File: src/rtl/pulse_pkg.sv
// Shared definitions for the pulse integration path: index width, header layout,
// reader FSM encoding and the window-length helper.
package pulse_pkg;

    localparam int IDX_W       = 16;
    localparam int NORM_W      = 5;
    localparam int HDR_LEN_LSB = 0;
    localparam int HDR_CNT_LSB = 16;

    typedef enum logic [1:0] {
        IDLE    = 2'd0,
        HEADER  = 2'd1,
        DATA    = 2'd2,
        TRAILER = 2'd3
    } state_t;

    // Inclusive window length; an inverted window is empty and a full
    // 0..65535 window saturates to the largest representable count.
    function automatic logic [IDX_W-1:0] frame_len(input logic [IDX_W-1:0] first_idx,
                                                   input logic [IDX_W-1:0] last_idx);
        logic [IDX_W:0] span;
        span = {1'b0, last_idx} - {1'b0, first_idx} + (IDX_W+1)'(1);
        if (last_idx < first_idx) begin
            return '0;
        end
        return span[IDX_W] ? '1 : span[IDX_W-1:0];
    endfunction

endpackage

File: src/rtl/pulse_frame_reader_axis_out_reg.sv
// Single registered AXI-Stream output stage; accepts a new word whenever it is
// empty or its current word is being taken downstream.
module axis_out_reg #(
    parameter int DATA_W = 32
) (
    input  logic              aclk,
    input  logic              areset,
    input  logic              in_valid,
    input  logic [DATA_W-1:0] in_data,
    input  logic              in_last,
    output logic              in_ready,
    output logic [DATA_W-1:0] m_axis_tdata,
    output logic              m_axis_tvalid,
    output logic              m_axis_tlast,
    input  logic              m_axis_tready
);

    assign in_ready = ~m_axis_tvalid | m_axis_tready;

    always_ff @(posedge aclk) begin
        // NOTE: registered state uses <= so every flop samples pre-edge values.
        if (areset) begin
            m_axis_tvalid <= 1'b0;
            m_axis_tdata  <= '0;
            m_axis_tlast  <= 1'b0;
        end else if (in_ready) begin
            m_axis_tvalid <= in_valid;
            if (in_valid) begin
                m_axis_tdata <= in_data;
                m_axis_tlast <= in_last;
            end
        end
    end

endmodule

File: src/rtl/pulse_frame_reader.sv
// Frames the integrated-pulse stream as header, shifted window samples, tlast.
// Define PULSE_FRAME_TRAILER_EN to append an XOR checksum word to each frame.
module pulse_frame_reader
    import pulse_pkg::*;
#(
    parameter int AXIS_DATA_WIDTH = 32
) (
    input  logic                       aclk,
    input  logic                       areset,
    input  logic [AXIS_DATA_WIDTH-1:0] s_axis_tdata,
    input  logic                       s_axis_tvalid,
    output logic                       s_axis_tready,
    output logic [AXIS_DATA_WIDTH-1:0] m_axis_tdata,
    output logic                       m_axis_tvalid,
    input  logic                       m_axis_tready,
    output logic                       m_axis_tlast,
    input  logic [IDX_W-1:0]           start_index,
    input  logic [IDX_W-1:0]           end_index,
    input  logic [NORM_W-1:0]          norm_shift,
    output logic [31:0]                frame_count
);

`ifdef PULSE_FRAME_TRAILER_EN
    localparam state_t AFTER_LAST = TRAILER;
`else
    localparam state_t AFTER_LAST = IDLE;
`endif

    state_t                      state;
    logic [IDX_W-1:0]            len_q;
    logic [IDX_W-1:0]            word_cnt;
    logic [NORM_W-1:0]           shift_q;
    logic [AXIS_DATA_WIDTH-1:0]  shifted;
    logic [AXIS_DATA_WIDTH-1:0]  st_data;
    logic                        st_valid;
    logic                        st_last;
    logic                        st_ready;
    logic                        hs_last;
    logic                        data_fire;
    logic                        last_sample;
    logic [31:0]                 frame_count_nxt;
`ifdef PULSE_FRAME_TRAILER_EN
    logic [AXIS_DATA_WIDTH-1:0]  csum_q;
`endif

    assign shifted         = $signed(s_axis_tdata) >>> shift_q;
    assign hs_last         = m_axis_tvalid & m_axis_tready & m_axis_tlast;
    // The header must report a frame whose tlast handshakes in this same cycle.
    assign frame_count_nxt = frame_count + 32'(hs_last);
    assign s_axis_tready   = (state == DATA) & st_ready;
    assign data_fire       = s_axis_tready & s_axis_tvalid;
    assign last_sample     = (word_cnt + IDX_W'(1)) == len_q;

    always_comb begin
        // NOTE: every output gets a default first so no path infers a latch.
        st_valid = 1'b0;
        st_data  = '0;
        st_last  = 1'b0;
        case (state)
            HEADER: begin
                st_valid = 1'b1;
                st_data[HDR_LEN_LSB +: IDX_W] = len_q;
                st_data[HDR_CNT_LSB +: IDX_W] = frame_count_nxt[IDX_W-1:0];
`ifndef PULSE_FRAME_TRAILER_EN
                st_last = (len_q == '0);
`endif
            end
            DATA: begin
                st_valid = s_axis_tvalid;
                st_data  = shifted;
`ifndef PULSE_FRAME_TRAILER_EN
                st_last  = last_sample;
`endif
            end
`ifdef PULSE_FRAME_TRAILER_EN
            TRAILER: begin
                st_valid = 1'b1;
                st_data  = csum_q;
                st_last  = 1'b1;
            end
`endif
            default: ;
        endcase
    end

    always_ff @(posedge aclk) begin
        if (areset) begin
            state       <= IDLE;
            len_q       <= '0;
            shift_q     <= '0;
            word_cnt    <= '0;
            frame_count <= '0;
        end else begin
            frame_count <= frame_count_nxt;
            case (state)
                IDLE: begin
                    // The waiting sample only opens the frame; it is taken in DATA.
                    if (s_axis_tvalid) begin
                        len_q    <= frame_len(start_index, end_index);
                        shift_q  <= norm_shift;
                        word_cnt <= '0;
                        state    <= HEADER;
                    end
                end
                HEADER: begin
                    if (st_ready) begin
                        state <= (len_q != '0) ? DATA : AFTER_LAST;
                    end
                end
                DATA: begin
                    if (data_fire) begin
                        word_cnt <= word_cnt + IDX_W'(1);
                        if (last_sample) begin
                            state <= AFTER_LAST;
                        end
                    end
                end
`ifdef PULSE_FRAME_TRAILER_EN
                TRAILER: begin
                    if (st_ready) begin
                        state <= IDLE;
                    end
                end
`endif
                default: state <= IDLE;
            endcase
        end
    end

`ifdef PULSE_FRAME_TRAILER_EN
    always_ff @(posedge aclk) begin
        if (areset) begin
            csum_q <= '0;
        end else if (state == HEADER && st_ready) begin
            csum_q <= '0;
        end else if (data_fire) begin
            csum_q <= csum_q ^ shifted;
        end
    end
`endif

    axis_out_reg #(
        .DATA_W (AXIS_DATA_WIDTH)
    ) u_out (
        .aclk          (aclk),
        .areset        (areset),
        .in_valid      (st_valid),
        .in_data       (st_data),
        .in_last       (st_last),
        .in_ready      (st_ready),
        .m_axis_tdata  (m_axis_tdata),
        .m_axis_tvalid (m_axis_tvalid),
        .m_axis_tlast  (m_axis_tlast),
        .m_axis_tready (m_axis_tready)
    );

endmodule

File: config.mk
export PLATFORM = sky130hd
export DESIGN_NAME = pulse_frame_reader
export DESIGN_NICKNAME = d
export VERILOG_FILES = /design/src/rtl/pulse_pkg.sv /design/src/rtl/pulse_frame_reader_axis_out_reg.sv /design/src/rtl/pulse_frame_reader.sv
export SDC_FILE = /design/constraint.sdc
export NUM_CORES = 1
export LEC_CHECK = 0
export CORE_AREA = 2 2 131 133
export DETAILED_ROUTE_END_ITERATION = 12
export DIE_AREA = 0 0 133 135
export PLACE_DENSITY = 0.76
export SLEW_MARGIN = 20
export SYNTH_ARGS = -nofsm -noshare
export SYNTH_HDL_FRONTEND = slang
export SYNTH_SLANG_ARGS = --single-unit
File: constraint.sdc
create_clock -name aclk -period 3 [get_ports aclk]
set_input_delay 0.6 -clock aclk [delete_from_list [all_inputs] [get_ports aclk]]
set_output_delay 0.6 -clock aclk [all_outputs]
set_load 0.05 [all_outputs]
== Yosys cells after proc, flatten, opt, wreduce, memory -nomap -nowiden ==
Index checks and enable logic that the tools add are counted.

* Bits in registers: 105
* Input bits: 73
* Output and inout port bits: 67
* Logic and storage cells: 54

* Add/subtract/negate cells: 4
* Order comparisons: 1
* Equal/unequal tests: 7
* Shift operators: 1
* Mux-type cells: 19
* Bitwise gates (word level): 6
* Reductions and logical operators: 8

{| class="wikitable"
|+ Operator list
! kind !! count
|-
| $mux 16 || 5
|-
| $pmux 32 s2 || 1
|-
| $add 32x1->32 || 1
|-
| $pmux 16 s2 || 1
|-
| $sshr 32x5->32 || 1
|-
| $add 17x1->17 const B || 1
|-
| $sub 16x16->17 || 1
|-
| $add 16x1->16 const B || 1
|-
| $eq 16x16->1 || 1
|-
| $logic_not 16->1 || 1
|-
| $lt 16x16->1 || 1
|-
| $reduce_bool 16->1 || 1
|-
| $mux 2 || 5
|-
| $ne 2x2->1 const B || 4
|-
| $pmux 2 s3 || 1
|-
| $and 1x1->1 || 4
|-
| $mux 1 || 4
|-
| $pmux 1 s2 || 2
|-
| $reduce_and 2->1 || 2
|-
| $reduce_and 4->1 || 1
|-
| $reduce_and 3->1 || 1
|-
| $eq 2x1->1 const B || 1
|-
| $eq 2x2->1 const B || 1
|-
| $logic_not 2->1 || 1
|-
| other kinds (3) || 3
|}

== Depth between registers and ports, before layout ==
* Word-level depth: 6
* Depth in mapped cells: 12
* Gate-level depth less buffers: 12

== Cells and area by module ==
A second synthesis with hierarchy kept.

* Cells, all modules: 1057
* Area, all modules: 8632.0 sq um

{| class="wikitable"
|+ Modules (own cells, without submodules)
! module !! instances !! cells an instance !! area an instance (sq um) !! sequential area each (sq um)
|-
| pulse_frame_reader || 1 || 902 || 7010.5 || 1421.4
|-
| axis_out_reg || 1 || 155 || 1621.6 || 680.7
|}

== Worst setup path before layout ==
No wires, ideal clock.

* Kind: input -> register
* From: in start_index[8]
* To: reg len_q[15]
* Setup time: 148 ps
* Data arrival time: 2934 ps
* Required time: 2852 ps
* Path slack: -83 ps
* Stages on the path: 11
* Buffers on the path: 1
* Path through: inv_1 > ha_1 > fa_1 > a21o_1 > a21o_1 > a22o_1 > a311o_1 > a21oi_2 > xnor2_1 > buf_6 > a221oi_1

* Cells in the longest elaborated chain, start to end: 6
* Elaborated cells between the ends (all ways): 9
* Classes of those cells: add/sub: 2; order compare: 1; mux: 6

{| class="wikitable"
|+ Ends and longest elaborated chain
! what !! line !! text
|-
| start: declaration || pulse_frame_reader.sv:17 || <nowiki>input logic [IDX_W-1:0] start_index,</nowiki>
|-
| parallel branches: the longest is 5 deep, another holds $sub 16x16->17 || n/a ||
|-
| $mux 16 (*) || pulse_pkg.sv:26 || <nowiki>return span[IDX_W] ? '1 : span[IDX_W-1:0];</nowiki>
|-
| end signal: assignment || pulse_frame_reader.sv:99 || <nowiki>len_q <= frame_len(start_index, end_index);</nowiki>
|-
| end: declaration || pulse_frame_reader.sv:30 || <nowiki>logic [IDX_W-1:0] len_q;</nowiki>
|}

Every way passes the cells marked *. The select of a mux whose other input is x is not followed.
A chain may end at the register's enable or synchronous reset.

== Worst setup path after layout ==
* From: in start_index[2]
* To: reg len_q[10]

The elaborated chain is that of the path after synthesis.

==> out/results.ini <==
[status]
status=complete, no violations

[global_routing]
grt_first_pass_wirelength_um=36200
grt_max_degree=57
antenna_found_initial=0
grt_pass1_vias=7281
grt_overflow=0
grt_usage_pct=24.7

[sta]
slew_headroom_pct=53.1
slew_viol_final=0
setup_viol=0
min_period_over_period_pct=98.1
tightest_slew_ns=0.703
clock_skew_ns=0.0111
min_period_ns=2.94
hold_violations=0
fin_ws_ns=0.0576
hold_slack_ns=0.494
max_freq_ghz=0.340

[floorplan]
die_w_um=133
die_h_um=135
num_rows=47
initial_core_util_pct=48.8
core-area_mm2=0.0164
dieArea_mm2=0.0180
boundaryPins=140

[clock_tree]
cts_max_level=3
cts_sinks=105
cts_made_buffers=9
insertion_delay_ns=0.35
clkTransAtPathRegs_ns=0.07
cts_hold_buffers=0
cts_tree=yes
root_buffer=clkbuf_16
cts_buffer_depth=2

[yosys]
ys.flop_type=dfxtp_1
synthArstFlopShare_pct=0
yosysSeqAreaShare_pct=26.3
synth-edff-count=0
synth_area_mm2=0.00800
ys_warn_count=0
synthTopCellsByCount=dfxtp_1 (105), nor2_1 (101), nand2_1 (83)
synth-seq-cells=105
synth_area_leaders=dfxtp_1 (26%), mux4_2 (12%), ha_1 (6.1%)
synth_top_cell_area_share_pct=26.3
synth_fp_nets=1046
yosysTopAreaCell=dfxtp_1
avgSynthCellArea_um2=8.64
synthMostInstantiatedCell=dfxtp_1
syn_inst=926
ys_types=62

[placement]
dp_hpwl_um=16500
port_buffers=139
dpl.cell_count=1303
gp_congestion=0.894
pre_cts_slack_ns=-0.587

[layout]
regArea_mm2=0.00210
drive_gt1_share_pct=20.4
final_cells=1331
synthToLayoutAreaGrowth_pct=35.3
multi_input_area_mm2=0.00577
nets=1226
n_antenna_cell=0
nFillCells=1338

[worst_setup_path]
critical_path_arrival_ns=3.21
cp-start-kind=primary input
critPathRequiredTime_ns=3.27
crit_type=in2reg
r2r_cells=7
endpoint_kind=flop
worstPathMaxFanout=2

[hold_path]
hp-class=reg2reg
holdPathStages=2

[drt]
wire_per_inst_um=17.1
detail-route-antenna-nets=0
firstDrtPassIters=5
drtIter0Drc=670
drt-total-wl_um=22700
via_per_inst=5.89
drc=0
routed-via-count=7835

[pwr]
leakagePower_uw=0.00418
power_uw=6740
ir_drop_mv=0.617
p_per_area_mw_per_mm2=622

[run]
cap_violations=0

==> critical path, cell delays in order <==
cell and delay, ns:
dlygate4sd2_1 0.24, inv_2 0.07, ha_4 0.13, inv_1 0.04, fa_1 0.46, nor2b_4 0.15
o31ai_4 0.25, buf_4 0.16, a31oi_2 0.16, buf_4 0.19, o21bai_1 0.15, xor2_1 0.27
a21oi_1 0.10, a221oi_2 0.24
==> layer usage <==
metal  up-vias  share of wire (%)  GRT usage [%]
li1       3751                  -              -
met1      3711                 44           34.3
met2       334                 47           39.7
met3        39                6.9           4.35
met4         0                2.2           7.35
met5         -                  0              0
==> metrics by stage <==
stage | instance area (µm²) | utilization (%) | setup TNS (ns)
CTS | 10700 | 65.4 | 0
finish | 10800 | 66.0 | 0
floorplan | 8010 | - | 0
detailed placement | 10100 | 61.6 | -8.81
global route | 10800 | 66.0 | -0.0263
global placement | 10100 | 61.6 | -6.88
==> placed cells by master, fill, tap and decap left out, types with 17 or more instances in the layout <==
cell	n
dlygate4sd2_1	17
clkdlybuf4s50_1	114
a21oi_1	47
nand4_1	17
nand2_1	83
a211oi_1	17
inv_1	33
o21ai_0	41
xor2_1	31
a221oi_1	19
nand3_1	22
buf_4	84
xnor2_1	33
mux4_2	44
ha_1	21
dfxtp_1	104
nor3_1	37
nor2_1	100
==> cell type report <==
class / instances / area share (%)
clock inverter: 6 / 0.728
inverter: 46 / 1.60
tap: 220 / 2.54
multi-input combinational: 713 / 53.3
clock buffer: 10 / 2.12
timing repair buffer: 231 / 20.2
sequential: 105 / 19.4
==> cell families (layout without fill, tap and decap cells) <==
kind of cell | after synthesis | after routing | share of synthesized area [%]
multiplexers | 66 | 66 | 15.2
AND/OR/NAND/NOR | 335 | 335 | 20.0
buffers and inverters | 108 | 293 | 5.60
XOR/XNOR | 65 | 65 | 7.11
flip-flops | 105 | 105 | 26.3
adder cells (fa/ha/maj) | 47 | 47 | 8.10
AO/OA/AOI/OAI | 200 | 200 | 17.7
==> report_power, final <==
part	switching [µW]	leakage, µW	internal (µW)
clock	569	0.000152	669
sequential	243	0.000852	1620
combinational	2100	0.00318	1540
total	2910	0.00418	3820
==> registers in the layout (all words and copies together) (netlist names) <==
| signal | cells |
|---|---|
| frame_count | 32 |
| u_out.m_axis_tdata | 32 |
| len_q | 16 |
| word_cnt | 16 |
| shift_q | 5 |
| state | 2 |
| u_out.m_axis_tlast | 1 |
| u_out.m_axis_tvalid | 1 |
==> worst paths after layout <==
check | from | to | slack [ns]
max reg2reg | shift_q[0] | u_out.m_axis_tdata[3] | 0.20
min | u_out.m_axis_tdata[22] | u_out.m_axis_tdata[22] | 0.49
min reg2reg | u_out.m_axis_tdata[22] | u_out.m_axis_tdata[22] | 0.49
max | start_index[2] | len_q[10] | 0.06
==> repair_timing <==
action	CTS	global route
setup endpoints to repair	16	16
cloned	1	0
pin swaps	37	20
hold endpoints to repair	0	0
gates resized for setup	61	22
buffers inserted	10	1
No activity file was read; power rests on OpenSTA's default activity.
